<file path="config.mk">
export PLATFORM = sky130hd
export DESIGN_NAME = fetch_multi
export DESIGN_NICKNAME = d
export VERILOG_FILES = /design/src/rtl/fetch_pkg.sv /design/src/rtl/fetch_fifo.sv /design/src/rtl/fetch_multi.sv
export SDC_FILE = /design/constraint.sdc
export NUM_CORES = 1
export LEC_CHECK = 0
export ABC_AREA = 1
export CAP_MARGIN = 5
export CORE_MARGIN = 8
export CORE_UTILIZATION = 45
export DETAILED_ROUTE_END_ITERATION = 12
export PLACE_DENSITY_LB_ADDON = 0.3
export SYNTH_ARGS = -nofsm -noshare
export SYNTH_HDL_FRONTEND = slang
export SYNTH_SLANG_ARGS = --single-unit
</file>
<file path="constraint.sdc">
create_clock -name reloj -period 7.7 [get_ports reloj]
set_input_delay 1.54 -clock reloj [delete_from_list [all_inputs] [get_ports reloj]]
set_output_delay 1.54 -clock reloj [all_outputs]
set_load 0.02 [all_outputs]
</file>
<file path="src/rtl/fetch_pkg.sv">
// fetch_pkg: sel_dir encodings, instruction size and clog2 helper shared by the fetch unit
package fetch_pkg;
  localparam logic [1:0] SEL_SEQ  = 2'b00;
  localparam logic [1:0] SEL_JUMP = 2'b01;
  localparam logic [1:0] SEL_REG  = 2'b10;
  localparam logic [1:0] SEL_RST  = 2'b11;
  localparam int INSTR_BYTES = 4;
  function automatic int clog2(input int v);
    int r;
    r = 0;
    while ((1 << r) < v) r++;
    return r;
  endfunction
endpackage

</file>
<file path="src/rtl/fetch_fifo.sv">
// fetch_fifo: sync FIFO with flush and registered storage (clk/rst, flush/push/pop/din in, head/count out)
module fetch_fifo
  import fetch_pkg::*;
#(
  parameter int WIDTH = 32,
  parameter int DEPTH = 4
) (
  input  logic                    clk,
  input  logic                    rst,
  input  logic                    flush,
  input  logic                    push,
  input  logic                    pop,
  input  logic [WIDTH-1:0]        din,
  output logic [WIDTH-1:0]        head,
  output logic [clog2(DEPTH):0]   count
);
  localparam int PW = clog2(DEPTH);
  logic [WIDTH-1:0] mem_q [DEPTH];
  logic [WIDTH-1:0] mem_d [DEPTH];
  logic [PW-1:0] wr_q, wr_d, rd_q, rd_d;
  logic [PW:0] cnt_q, cnt_d;
  logic do_push, do_pop;
  always_comb begin
    do_pop = pop & (cnt_q != '0);
    do_push = push & ((cnt_q != (PW+1)'(DEPTH)) | do_pop);
    mem_d = mem_q;
    wr_d = wr_q;
    rd_d = rd_q;
    cnt_d = cnt_q;
    if (flush) begin
      wr_d = '0;
      rd_d = '0;
      cnt_d = '0;
    end else begin
      if (do_push) mem_d[wr_q] = din;
      wr_d = do_push ? wr_q + 1'b1 : wr_q;
      rd_d = do_pop ? rd_q + 1'b1 : rd_q;
      cnt_d = cnt_q + (PW+1)'(do_push) - (PW+1)'(do_pop);
    end
  end
  always_ff @(posedge clk) begin
    if (rst) begin
      mem_q <= '{default: '0};
      wr_q <= '0;
      rd_q <= '0;
      cnt_q <= '0;
    end else begin
      mem_q <= mem_d;
      wr_q <= wr_d;
      rd_q <= rd_d;
      cnt_q <= cnt_d;
    end
  end
  assign head = mem_q[rd_q];
  assign count = cnt_q;
endmodule

</file>
<file path="src/rtl/fetch_multi.sv">
// fetch_multi: multi-issue fetch PC generator with redirect mux and decode queue (reloj/reset, sel_dir/sel_src/jump_bus/reg_bus in, out_valid/out_ready/out_pc/out_addr/out_region handshake, align_err pulse)
module fetch_multi
  import fetch_pkg::*;
#(
  parameter int              ADDR_W   = 32,
  parameter int              N_SRC    = 2,
  parameter int              ISSUE    = 2,
  parameter int              QDEPTH   = 4,
  parameter logic [ADDR_W-1:0] RESET_PC = '0,
  parameter int              REGION_W = 4,
  localparam int             SW       = (clog2(N_SRC) > 1) ? clog2(N_SRC) : 1
) (
  input  logic                         reloj,
  input  logic                         reset,
  input  logic [1:0]                   sel_dir,
  input  logic [SW-1:0]                sel_src,
  input  logic [N_SRC*ADDR_W-1:0]      jump_bus,
  input  logic [N_SRC*ADDR_W-1:0]      reg_bus,
  output logic                         out_valid,
  input  logic                         out_ready,
  output logic [ADDR_W-1:0]            out_pc,
  output logic [ISSUE*ADDR_W-1:0]      out_addr,
  output logic [ISSUE*REGION_W-1:0]    out_region,
  output logic                         align_err
);
  localparam int CW = clog2(QDEPTH) + 1;
  localparam logic [ADDR_W-1:0] STEP = ADDR_W'(INSTR_BYTES * ISSUE);
  logic [ADDR_W-1:0] pc_q, pc_d, raw, head;
  logic align_q, align_d, redirect, pop, push_ok;
  logic [CW-1:0] count;
  logic [31:0] src;
  always_comb begin
    src = (32'(sel_src) < 32'(N_SRC)) ? 32'(sel_src) : '0;
    redirect = sel_dir != SEL_SEQ;
    raw = sel_dir == SEL_JUMP ? jump_bus[src*ADDR_W +: ADDR_W] :
          sel_dir == SEL_REG  ? reg_bus[src*ADDR_W +: ADDR_W] : RESET_PC;
    pop = out_valid & out_ready;
    push_ok = (count < CW'(QDEPTH)) | pop;
    pc_d = redirect ? {raw[ADDR_W-1:2], 2'b00} : push_ok ? pc_q + STEP : pc_q;
    align_d = (sel_dir == SEL_JUMP | sel_dir == SEL_REG) & (|raw[1:0]);
  end
  always_ff @(posedge reloj) begin
    if (reset) begin
      pc_q <= RESET_PC;
      align_q <= 1'b0;
    end else begin
      pc_q <= pc_d;
      align_q <= align_d;
    end
  end
  fetch_fifo #(.WIDTH(ADDR_W), .DEPTH(QDEPTH)) u_fifo (
    .clk   (reloj),
    .rst   (reset),
    .flush (redirect),
    .push  (~redirect & push_ok),
    .pop   (pop),
    .din   (pc_q),
    .head  (head),
    .count (count)
  );
  assign out_valid = count != '0;
  assign out_pc = out_valid ? head : '0;
  assign align_err = align_q;
  for (genvar i = 0; i < ISSUE; i++) begin : g_slot
    logic [ADDR_W-1:0] a;
    assign a = out_valid ? head + ADDR_W'(INSTR_BYTES * i) : '0;
    assign out_addr[i*ADDR_W +: ADDR_W] = a;
    assign out_region[i*REGION_W +: REGION_W] = a[ADDR_W-1 -: REGION_W];
  end
endmodule

</file>
Word-level counts from Yosys, hierarchy flattened
Cells that the tools add are included.
{"block": "word_totals", "regBits": 168, "inputBits": 134, "wordCells": 55, "output_inout_bits": 106}
{"block": "classes", "order_cmp": 4, "addsub": 6, "n_bitwise": 11, "n_reduce_logical": 7, "muxes": 12, "shift": 2, "eq_ne": 3}
{"operator": "$mux W32", "n": 9}
{"operator": "$bwmux W128", "n": 1}
{"operator": "$shiftx A64 B7 Y32", "n": 2}
{"operator": "$bmux W32 S2", "n": 1}
{"operator": "$demux W32 S2", "n": 1}
{"operator": "$add A32 B3 Y32 const B", "n": 1}
{"operator": "$add A32 B4 Y32 const B", "n": 1}
{"operator": "$ge A3 B3 Y1 const B", "n": 2}
{"operator": "$not A2 Y3", "n": 2}
{"operator": "$and A1 B1 Y1", "n": 5}
{"operator": "$add A2 B1 Y2 const B", "n": 2}
{"operator": "$reduce_bool A2 Y1", "n": 2}
{"operator": "$reduce_or A2 Y1", "n": 2}
{"operator": "$add A3 B1 Y3", "n": 1}
{"operator": "$lt A3 B1 Y1 const B", "n": 1}
{"operator": "$lt A3 B3 Y1 const B", "n": 1}
{"operator": "$ne A3 B3 Y1 const B", "n": 1}
{"operator": "$or A1 B1 Y1", "n": 3}
{"operator": "$reduce_bool A3 Y1", "n": 1}
{"operator": "$sub A3 B1 Y3", "n": 1}
{"operator": "$eq A2 B1 Y1 const B", "n": 1}
{"operator": "$eq A2 B2 Y1 const B", "n": 1}
{"operator": "$reduce_and A2 Y1", "n": 1}
{"operator": "$logic_and A1 B1 Y1", "n": 1}
{"operator": "$not A1 Y1", "n": 1}

Longest topological paths before layout
{"block": "logic_depth", "word_depth": 7, "ltp_mapped": 16, "mapped_depth_nobuf": 14}

Hierarchy
Synthesis repeated with hierarchy kept, for this count alone.
{"block": "hier_totals", "hier_cells": 1893, "area_unflattened_um2": 11093.1}
{"module": "fetch_fifo", "seq_area_each_um2": 2702.6, "area_per_inst_um2": 6607.6, "n_inst": 1, "cells_each": 1041}
{"module": "fetch_multi", "seq_area_each_um2": 620.6, "area_per_inst_um2": 4485.6, "n_inst": 1, "cells_each": 852}

Least setup slack after synthesis
Ideal clock, no wire load.
{"block": "synth_path", "kind": "reg-to-output", "from": "reg u_fifo.rd_q[1]", "to": "out out_region[4]", "arrival_time_ns": 2.315, "required_ns": 6.160, "n_path_buf": 4, "path_stages_with_launch": 14, "slack_ns": 3.845, "cell_sequence": "dfxtp_1 -> buf_2 -> buf_2 -> buf_2 -> o211ai_1 -> nand2_1 -> ha_1 -> nand2_1 -> nor2_1 -> nand2_1 -> nor2_2 -> a21oi_1 -> nor2_1 -> buf_4"}
{"block": "synth_between", "elab_chain_len": 6}
{"element": "from (decl)", "line": "fetch_fifo.sv:20", "source": "logic [PW-1:0] wr_q, wr_d, rd_q, rd_d;"}
{"element": "from (signal assigned)", "line": "fetch_fifo.sv:50", "source": "rd_q <= rd_d;"}
{"element": "$not A2 Y3 (not written as such)", "line": "fetch_fifo.sv:54", "source": "assign head = mem_q[rd_q];"}
{"element": "$bmux W32 S2", "line": "fetch_fifo.sv:54"}
{"element": "$mux W32 (not written as such) (2 in series)", "line": "fetch_fifo.sv:54"}
{"element": "$add A32 B3 Y32", "line": "fetch_multi.sv:66", "source": "assign a = out_valid ? head + ADDR_W'(INSTR_BYTES * i) : '0;"}
{"element": "$mux W32", "line": "fetch_multi.sv:66"}
{"element": "to (decl)", "line": "fetch_multi.sv:23", "source": "output logic [ISSUE*REGION_W-1:0] out_region,"}
Every way passes these cells. The select of a mux whose other input is x is not followed.

Final worst setup path
{"block": "layout_path", "from": "reg u_fifo.rd_q[1]", "to": "out out_addr[60]"}
{"block": "layout_between", "elab_chain_len": 6}
{"element": "$not A2 Y3 (not written as such)", "line": "fetch_fifo.sv:54"}
{"element": "$bmux W32 S2", "line": "fetch_fifo.sv:54"}
{"element": "$mux W32 (not written as such) (2 in series)", "line": "fetch_fifo.sv:54"}
{"element": "$add A32 B3 Y32", "line": "fetch_multi.sv:66"}
{"element": "$mux W32", "line": "fetch_multi.sv:66"}
{"element": "to (decl)", "line": "fetch_multi.sv:22", "source": "output logic [ISSUE*ADDR_W-1:0] out_addr,"}
Every way passes these cells. The select of a mux whose other input is x is not followed.

==> results.toml <==
[status]
status = "completed"

[synth]
synth_top_area_cell = "dfxtp_1"
yosys_most_used_dff = "dfxtp_1"
yosys.area.top_type_share = 0.3030
yosysMostFrequentCell = "nand2_1"
ys_seq_area_frac = 0.3030
synth_common_cells = "nand2_1, nand3_1, nor2_1"
ys_types = 43
ys_ff_latch = 158
synth_area_sq_um = 10440
synth_edf_count = 0
synth_area_leaders = "dfxtp_1, nand2_1, nand3_1"
avgSynthCellArea_sq_um = 5.989
async_flop_share = 0
synth-warning-count = 0
synthCells = 1743

[route]
drc = 0
wl_per_cell_um = 16.59
drt_iter0_drc = 1055
routed_wl_um = 35510
via_per_inst = 5.519
dr.pass1.iters = 7
num_vias = 11820
final_antenna_net_count = 0

[global_routing]
grt_pass1_vias = 11190
overflow = 0
grt_usage = 0.2449
antenna_found_initial = 0
grt_max_degree = 76
grt_pass1_wl_um = 57200

[worst_hold_path]
holdCritPathClass = "flip-flop to flip-flop"
hp-start = "u_fifo.mem_q[59]"
hold-path-cell-count = 2

[floorplan]
die_h_um = 168.3
io_pins = 240
die-area_sq_um = 28330
fp.dieW_um = 168.3
initial_utilization = 0.4597
coreArea_sq_um = 22710
rows = 55

[run]
max_cap_violations = 0

[pwr]
internal-power_mw = 1.364
p_seq_frac = 0.465
sw_frac_of_total = 0.2665
power.share.clock = 0.411
switching_power_mw = 0.4957
powerDensity_nw_per_um2 = 144.0
comb_power_share = 0.124
max-vdd-ir-drop_mv = 0.1644
p_leak_nw = 4.790

[final_layout]
drive_gt1_frac = 0.03772
multi_input_area_sq_um = 6075
seqCellArea_sq_um = 3164
area_delta_synth_final_pct = 23.72
nNetsFinal = 1989
antenna_cells = 0
fillerInstances = 2306

[clocking]
numClockSinks = 158
ctsHoldBuffers = 0
cts_setup_buffers = 0
clock_path_buffers = 2
ctsResizeCount = 0
cts_tree = "yes"
clk_latency_ns = 0.43
root_buffer = "clkbuf_16"
path_clk_slew_ns = 0.06
cts_buffers = 17
htreeDepth = 4

[timing]
hold_slack_ns = 0.4608
maxSlewHeadroom = 0.2190
setup_violations = 0
fin_crit_ns = 5.392
finalSetupTns_ns = 0
min_period_over_period = 0.7002
max_freq_mhz = 185.5
finalHoldViolations = 0
slew_viol_final = 0
layout_setup_ws_ns = 2.308
rsz0062_at_grt = "false"
finClkSkew_ns = 0.004786
tightest_slew_ns = 1.170

[place]
place.gp.congestion = 0.9432
port_buffers = 233
post-place-ws_ns = 2.597
dpl.hpwl_um = 25140

[worst_setup_path]
critPathKind = "flip-flop to output port"
crit_start = "u_fifo.rd_q[1]"
cp_common_cell = "nand2_1"
cp-end-kind = "output port"
crit_path_top_delay_cell = "inv_2"
r2r-start = "u_fifo.wr_q[0]"
cp.buffers_inverters = 3
slowest_delay_ns = 0.80
critPathArrivalTime_ns = 3.85
cp_top_family = "buffers and inverters"
startpoint_type = "flip-flop"
path_cells = "buf_4, inv_2, nand2_1, nand2_1, ha_1, nand2_1, nor2_1, nand2_1, nor2_2, a21oi_1, nor2_1, clkdlybuf4s50_1"
cp.required_ns = 6.16
ff2ff_path_depth = 5
worstPathMaxFanout = 54
cp_num_cells = 12
[final cells by class]
| class | count | area share |
|---|---|---|
| Clock inverter | 11 | 0.005328 |
| Timing Repair Buffer | 249 | 0.1893 |
| Inverter | 92 | 0.02674 |
| Multi-Input combinational cell | 1325 | 0.4704 |
| Tap cell | 285 | 0.02761 |
| Clock buffer | 21 | 0.03565 |
| Sequential cell | 158 | 0.2450 |
[kinds of logic (layout without fill, tap and decap cells)]
family / after synthesis / after routing / share of synthesized area
simple gates: 948 / 948 / 0.3726
compound gates: 340 / 340 / 0.1745
buf+inv: 265 / 373 / 0.1182
flops: 158 / 158 / 0.3030
xor+xnor: 17 / 17 / 0.01426
fa+ha+maj: 12 / 12 / 0.01510
mux: 2 / 2 / 0.001918
other cells: 1 / 6 / 0.0003592
[final timing paths]
kind	slack, ns	end
worst max-delay path	2.31	out_addr[60]
worst min-delay path	0.46	u_fifo.mem_q[59]
worst max register to register	4.94	u_fifo.mem_q[11]
worst min register to register	0.46	u_fifo.mem_q[59]
[layout by cell type (no fill, tap or decap), drive strengths merged]
cell	synthesis	final
and2	1	1
nor4	1	1
inv	92	92
nand4	7	7
o221ai	11	11
nand3	194	194
o21ai	110	110
nor2	194	194
ha	11	11
or2	3	3
xnor2	6	6
o311ai	1	1
and3	2	2
a211oi	2	2
o211ai	9	9
dfxtp	158	158
o22ai	15	15
xor2	11	11
clkbuf	88	21
a32o	1	1
a22o	1	1
mux2i	2	2
a21oi	181	181
a31oi	6	6
or3	2	2
clkdlybuf4s50	0	231
fa	1	1
a32oi	1	1
a22oi	1	1
clkinv	0	7
nor3	15	15
conb	1	6
nand2	529	529
o221a	1	1
buf	85	18
clkinvlp	0	4
[flip-flops by register name, indices dropped and copies added, names as in the netlist]
| signal | flops |
|---|---|
| align_err | 1 |
| u_fifo.mem_q | 120 |
| u_fifo.count | 3 |
| pc_q | 30 |
| u_fifo.rd_q | 2 |
| u_fifo.wr_q | 2 |
[power by group through the flow]
stage,Clock (mW),Combinational (mW),Sequential (mW)
global placement,0,0.228,0.881
global route,0.805,0.255,0.867
finish,0.764,0.231,0.865
CTS,0.768,0.230,0.864
detailed placement,0,0.229,0.882
floorplan,0,0.138,0.860
[layer usage]
metal	vias to the layer above	global-route usage	share of wire
li1	5849	-	-
met1	5358	0.3007	0.42
met2	562	0.4004	0.45
met3	47	0.07601	0.11
met4	0	0.08230	0.019
met5	-	0	0
[through the flow]
stage	cell area (sq um)	util	std cells	power, mW
6_report	12910	0.5687	2141	1.860
5_1_grt	12910	0.5687	2141	1.927
4_1_cts	12910	0.5687	2141	1.862
3_5_place_dp	12390	0.5454	2109	1.111
3_3_place_gp	12390	0.5454	2109	1.109
2_1_floorplan	10460	-	1748	0.9974
[worst reg2reg max path, delay by kind of cell, from the launching register on]
family	cells	cell delay, ns
buf+inv	1	0.42
flops	1	0.40
simple gates	1	0.67
compound gates	2	0.24
fa+ha+maj	1	0.91
Power figures use the tool's default switching activity.
==> variant 1 (config.mk and constraints unchanged) <==
Register the output `align_err` once more; this adds one clock of latency there. The other outputs are not delayed to match.
--- a/src/rtl/fetch_multi.sv
+++ b/src/rtl/fetch_multi.sv
@@ -62,3 +62,5 @@
   assign out_pc = out_valid ? head : '0;
-  assign align_err = align_q;
+  always_ff @(posedge reloj) begin
+    align_err <= align_q;
+  end
   for (genvar i = 0; i < ISSUE; i++) begin : g_slot
Function: changed (a bounded check fails within 4 cycles, from zero or initial values and one cycle with reset high).
==> variant 1 against the original RTL <==
- area after synthesis rose by 0.19%
- power rose by 4.6%
- cell area rose by 0.69%
- sequential cell count rose by 1
- setup slack got worse by 0.39 ns
- largest cell class unchanged
- clock skew rose by 0.0067 ns
- wire length rose by 1.7%
- cell count rose by 0.14%
==> variant 1: results (changes against the original RTL) <==
* Top cells by count, synth: 528 x sky130_fd_sc_hd__nand2_1, 194 x sky130_fd_sc_hd__nand3_1, 187 x sky130_fd_sc_hd__nor2_1 (unchanged)
* Final weighted congestion in routability-driven placement at 0.9673 (was 0.9432)
* Number of cells upsized or downsized after cts at 0 (unchanged)
* VDD IR-drop max at 0.1329 mV (was 0.1644 mV)
* Synth Warn # at 0 (unchanged)
* Clock-cell share at 4.484% (was 4.098%)
* Area of the multi-input gates at 6075 µm² (unchanged)
* Filler instances at 2310 (was 2306)
* Critical-path top delay cell: sky130_fd_sc_hd__inv_2 (unchanged)
* Buffers excl. clock at 251 (was 249)
* Number of buffers added by the clock tree synthesis step at 17 (unchanged)
* Detailed Route Iter0 Violations at 1268 (was 1055)
* Post-CTS Setup Bufs at 0 (unchanged)
* Leakage component of the power at 4.844 nW (was 4.790 nW)
* Flip-flop and latch share of the layout cell area at 24.49% (was 24.50%)
* Ratio of cells with drive above 1 in the final layout at 3.981% (was 3.772%)
* Worst skew pair latency at 0.43 ns (about the same)
* Signal buf overhead at 18.92% (was 18.93%)
* HPWL after DPL at 25460 µm (was 25140 µm)
* Internal power summed over all cells at 1.426 mW (was 1.364 mW)
* Ant diodes at 0 (unchanged)
* Sequential-to-total area share from yosys stat at 30.43% (was 30.30%)
* Antenna Nets Post-Route at 0 (unchanged)
* Clock transition at path regs at about 0.07 ns
* Largest stage delay on the critical path at 0.93 ns (was 0.80 ns)
* PortBufs at 233 (unchanged)
* Ys async rst share at 0% (unchanged)
* Total iterations of the first detailed-routing run at 5 (was 7)
* Arrival time at the worst endpoint at 4.24 ns (was 3.85 ns)
* Largest net degree at the start of global routing at 94 (was 76)
* Antenna violations before repair at 0 (unchanged)
* Flip-flop count of the largest register after layout at 120 (unchanged)
* Cell type group with the largest total delay on the critical path: buffers and inverters (unchanged)
* Final-stage net count at 1992 (was 1989)
* Prevailing post-synth register cell: sky130_fd_sc_hd__dfxtp_1 (unchanged)
* Vias in the first global route at 11287 (was 11190)
* Average wire per standard cell at 16.84 µm (was 16.59 µm)
* Maximum fanout along the worst path at 76 (was 54)
* Clock Skew at 0.01150 ns (was 0.004786 ns)
* Largest register by flop count: u_fifo.mem_q (unchanged)
* Global-route total usage across every layer at 24.90% (was 24.49%)
* Master cell of the clock root buffer: sky130_fd_sc_hd__clkbuf_16 (unchanged)
* Wire length of the first global-routing pass at 58320 µm (was 57200 µm)
* Relative slew margins at 23.64% (was 21.90%)
* Flip-flop and latch count after synthesis at 159 (was 158)
* Signal inverters at 92 (unchanged)
* Multi-input combinational gate total at 1325 (unchanged)
* Via Count at 11869 (was 11816)
* H-tree lvl count at 4 (unchanged)
* Cell types with the largest area share after synthesis: sky130_fd_sc_hd__dfxtp_1 30%, sky130_fd_sc_hd__nand2_1 19%, sky130_fd_sc_hd__nand3_1 9.3% (unchanged)
* Worst hold-check path type: flip-flop to flip-flop (unchanged)
* Placed Area at 12420 µm² (was 12390 µm²)
* Area of the core at 22710 µm² (unchanged)
* Status: complete, no violations (unchanged)
* Post-synth cell types at 43 (unchanged)
## variant 1: cell types whose count changed after synthesis
cell | unedited run | this run
sky130_fd_sc_hd__dfxtp_1 | 158 | 159
## variant 1: layer usage
layer	part of all wire [%]	up-vias	global-route usage (%)
li1	-	5856	-
met1	42	5389	31.73
met2	45	576	40.42
met3	11	48	6.560
met4	2.1	0	7.958
met5	0	-	0
## variant 1: power groups by stage
stage	sequential, mW	clock (mW)	combinational (mW)
2_1_floorplan	0.865	0	0.138
3_3_place_gp	0.886	0	0.228
3_5_place_dp	0.887	0	0.231
4_1_cts	0.868	0.847	0.232
5_1_grt	0.872	0.882	0.256
6_report	0.870	0.842	0.233
## variant 1: cell families after synthesis
group / count (synthesis) / synth area share [%]
fa+ha+maj: 12 / 1.507
other cells: 1 / 0.03586
mux: 2 / 0.1914
flops: 159 / 30.43
compound gates: 340 / 17.42
buf+inv: 265 / 11.80
xor+xnor: 17 / 1.424
simple gates: 948 / 37.19
## variant 1: worst paths after layout
path | from | end | slack (ns) | cells after the start
setup / recovery | u_fifo.rd_q[0] | out_addr[60] | 1.92 | 14
hold reg to reg | align_q | align_err | 0.33 | 0
hold / removal | align_q | align_err | 0.33 | 0
setup reg to reg | u_fifo.count[2] | pc_q[31] | 5.33 | 8
## variant 1: through the flow
step           setup slack (ns)  utilization [%]  instances  hold WS (ns)  total power, mW
2_1_floorplan             3.845                -       1749        0.3096            1.003
3_3_place_gp              2.511            54.69       2112        0.3121            1.115
3_5_place_dp              2.452            54.69       2112        0.3143            1.118
4_1_cts                   1.991            57.26       2144        0.3308            1.947
5_1_grt                   1.573            57.26       2144        0.3483            2.011
6_report                  1.922            57.26       2144        0.3311            1.945
==> variant 2 (same settings) <==
Without the edit above. Set the parameter `REGION_W` to 5 (it was 4).
--- a/src/rtl/fetch_multi.sv
+++ b/src/rtl/fetch_multi.sv
@@ -9,3 +9,3 @@
   parameter logic [ADDR_W-1:0] RESET_PC = '0,
-  parameter int              REGION_W = 4,
+  parameter int              REGION_W = 5,
   localparam int             SW       = (clog2(N_SRC) > 1) ? clog2(N_SRC) : 1
Ports: changed (resized out_region); port bits go from 240 to 242. The function was not compared with the original's and may differ.
==> variant 2 against the original RTL <==
- power grew 6.2%
- register-to-register slack lost 0.11 ns
- synthesized cell count grew 0.11%
- setup slack gained 0.0069 ns
- non-clock buffer count grew 2
- wire length shrank 0.35%
- cell area grew 0.72%
- area after synthesis grew 0.14%
- maximum frequency grew 0.13%
- clock power grew 15%
- sequential cell count is the same
- critical endpoint is now out_addr[53]
- largest cell class unchanged
==> variant 2: results (changes against the original RTL) <==
* Net switching power figure at 0.4821 mW (was 0.4957 mW)
* Leakage component of the power at 4.835 nW (was 4.790 nW)
* Slew at the pin closest to its max-slew limit at 1.175 ns (was 1.170 ns)
* Buffers excl. clock at 251 (was 249)
* Combinational cell fraction of total power at 11.7% (was 12.4%)
* Vias per cell at 5.491 (was 5.519)
* Global-route total usage across every layer at 24.23% (was 24.49%)
* Placed Area at 12410 µm² (was 12390 µm²)
* Maximum fanout along the worst path at 64 (was 54)
* Worst slack on hold paths at 0.4603 ns (was 0.4608 ns)
* M3 GR Usage at 6.852% (was 7.601%)
* Multi-input gate share of total cell area at 46.70% (was 47.04%)
* Filler instances at 2310 (was 2306)
* Origin of the worst setup path: u_fifo.rd_q[0] (was u_fifo.rd_q[1])
* PortBufs at 235 (was 233)
* Routed wire length on met3 at 3561 µm (was 3894 µm)
* Cell types with the largest area share after synthesis: sky130_fd_sc_hd__dfxtp_1 30%, sky130_fd_sc_hd__nand2_1 19%, sky130_fd_sc_hd__nand3_1 9.3% (unchanged)
* Status: complete, no violations (unchanged)
* Worst Setup EP: out_addr[53] (was out_addr[60])
* Part of the power in registers at 43.8% (was 46.5%)
* Share of synthesized area spent on multiplexers at 0.1915% (was 0.1918%)
* Final-stage net count at 1991 (was 1989)
* Final period utilization at 69.93% (was 70.02%)
* Detailed Route Iter0 Violations at 1098 (was 1055)
* Post-synthesis compound-gate area fraction at 17.43% (was 17.45%)
* Sequential-to-total area share from yosys stat at 30.26% (was 30.30%)
* Clock Skew at 0.009299 ns (was 0.004786 ns)
* Met1 track demand over resource at 29.95% (was 30.07%)
* Vias in the first global route at 11026 (was 11190)
* Number of standard cells after synthesis at 1745 (was 1743)
* Worst slack, placed at 2.626 ns (was 2.597 ns)
* Arrival time at the worst endpoint at 3.84 ns (was 3.85 ns)
* WHS Endpoint: u_fifo.mem_q[109] (was u_fifo.mem_q[59])
* Worst flop-to-flop path endpoint: u_fifo.mem_q[16] (was u_fifo.mem_q[11])
* Startpoint of the worst hold path: u_fifo.mem_q[109] (was u_fifo.mem_q[59])
* VDD IR-drop max at 0.1754 mV (was 0.1644 mV)
* Signal buf overhead at 18.95% (was 18.93%)
* DRT Wirelength at 35390 µm (was 35510 µm)
* Met2 wirelength from detailed routing at 15880 µm (was 16120 µm)
* GR Util met2 at 40.21% (was 40.04%)
* Post-Synth XOR/XNOR Area at 1.424% (was 1.426%)
* Slack of the worst reg-to-reg path at 4.83 ns (was 4.94 ns)
* Layout clock buffers at 22 (was 21)
* Clock-cell share at 4.627% (was 4.098%)
* Met1 layer wirelength in the final routing at 15320 µm (was 14800 µm)
variant 2: changes by cell type after synthesis:
cell	delta
sky130_fd_sc_hd__buf_4	+2
variant 2: worst max-delay path, stage by stage (launching register included):
cell and delay, ns:
sky130_fd_sc_hd__dfxtp_2 0.32, sky130_fd_sc_hd__inv_2 0.83, sky130_fd_sc_hd__nand2_1 0.20, sky130_fd_sc_hd__nand2_1 0.12, sky130_fd_sc_hd__nand2_1 0.05, sky130_fd_sc_hd__nand2_1 0.19
sky130_fd_sc_hd__nand2_1 0.11, sky130_fd_sc_hd__nor2_2 0.15, sky130_fd_sc_hd__nand2_1 0.19, sky130_fd_sc_hd__nor2_2 0.27, sky130_fd_sc_hd__nand2_1 0.08, sky130_fd_sc_hd__nand2_1 0.06
sky130_fd_sc_hd__inv_1 0.04, sky130_fd_sc_hd__nor2_1 0.15, sky130_fd_sc_hd__clkdlybuf4s50_1 0.64
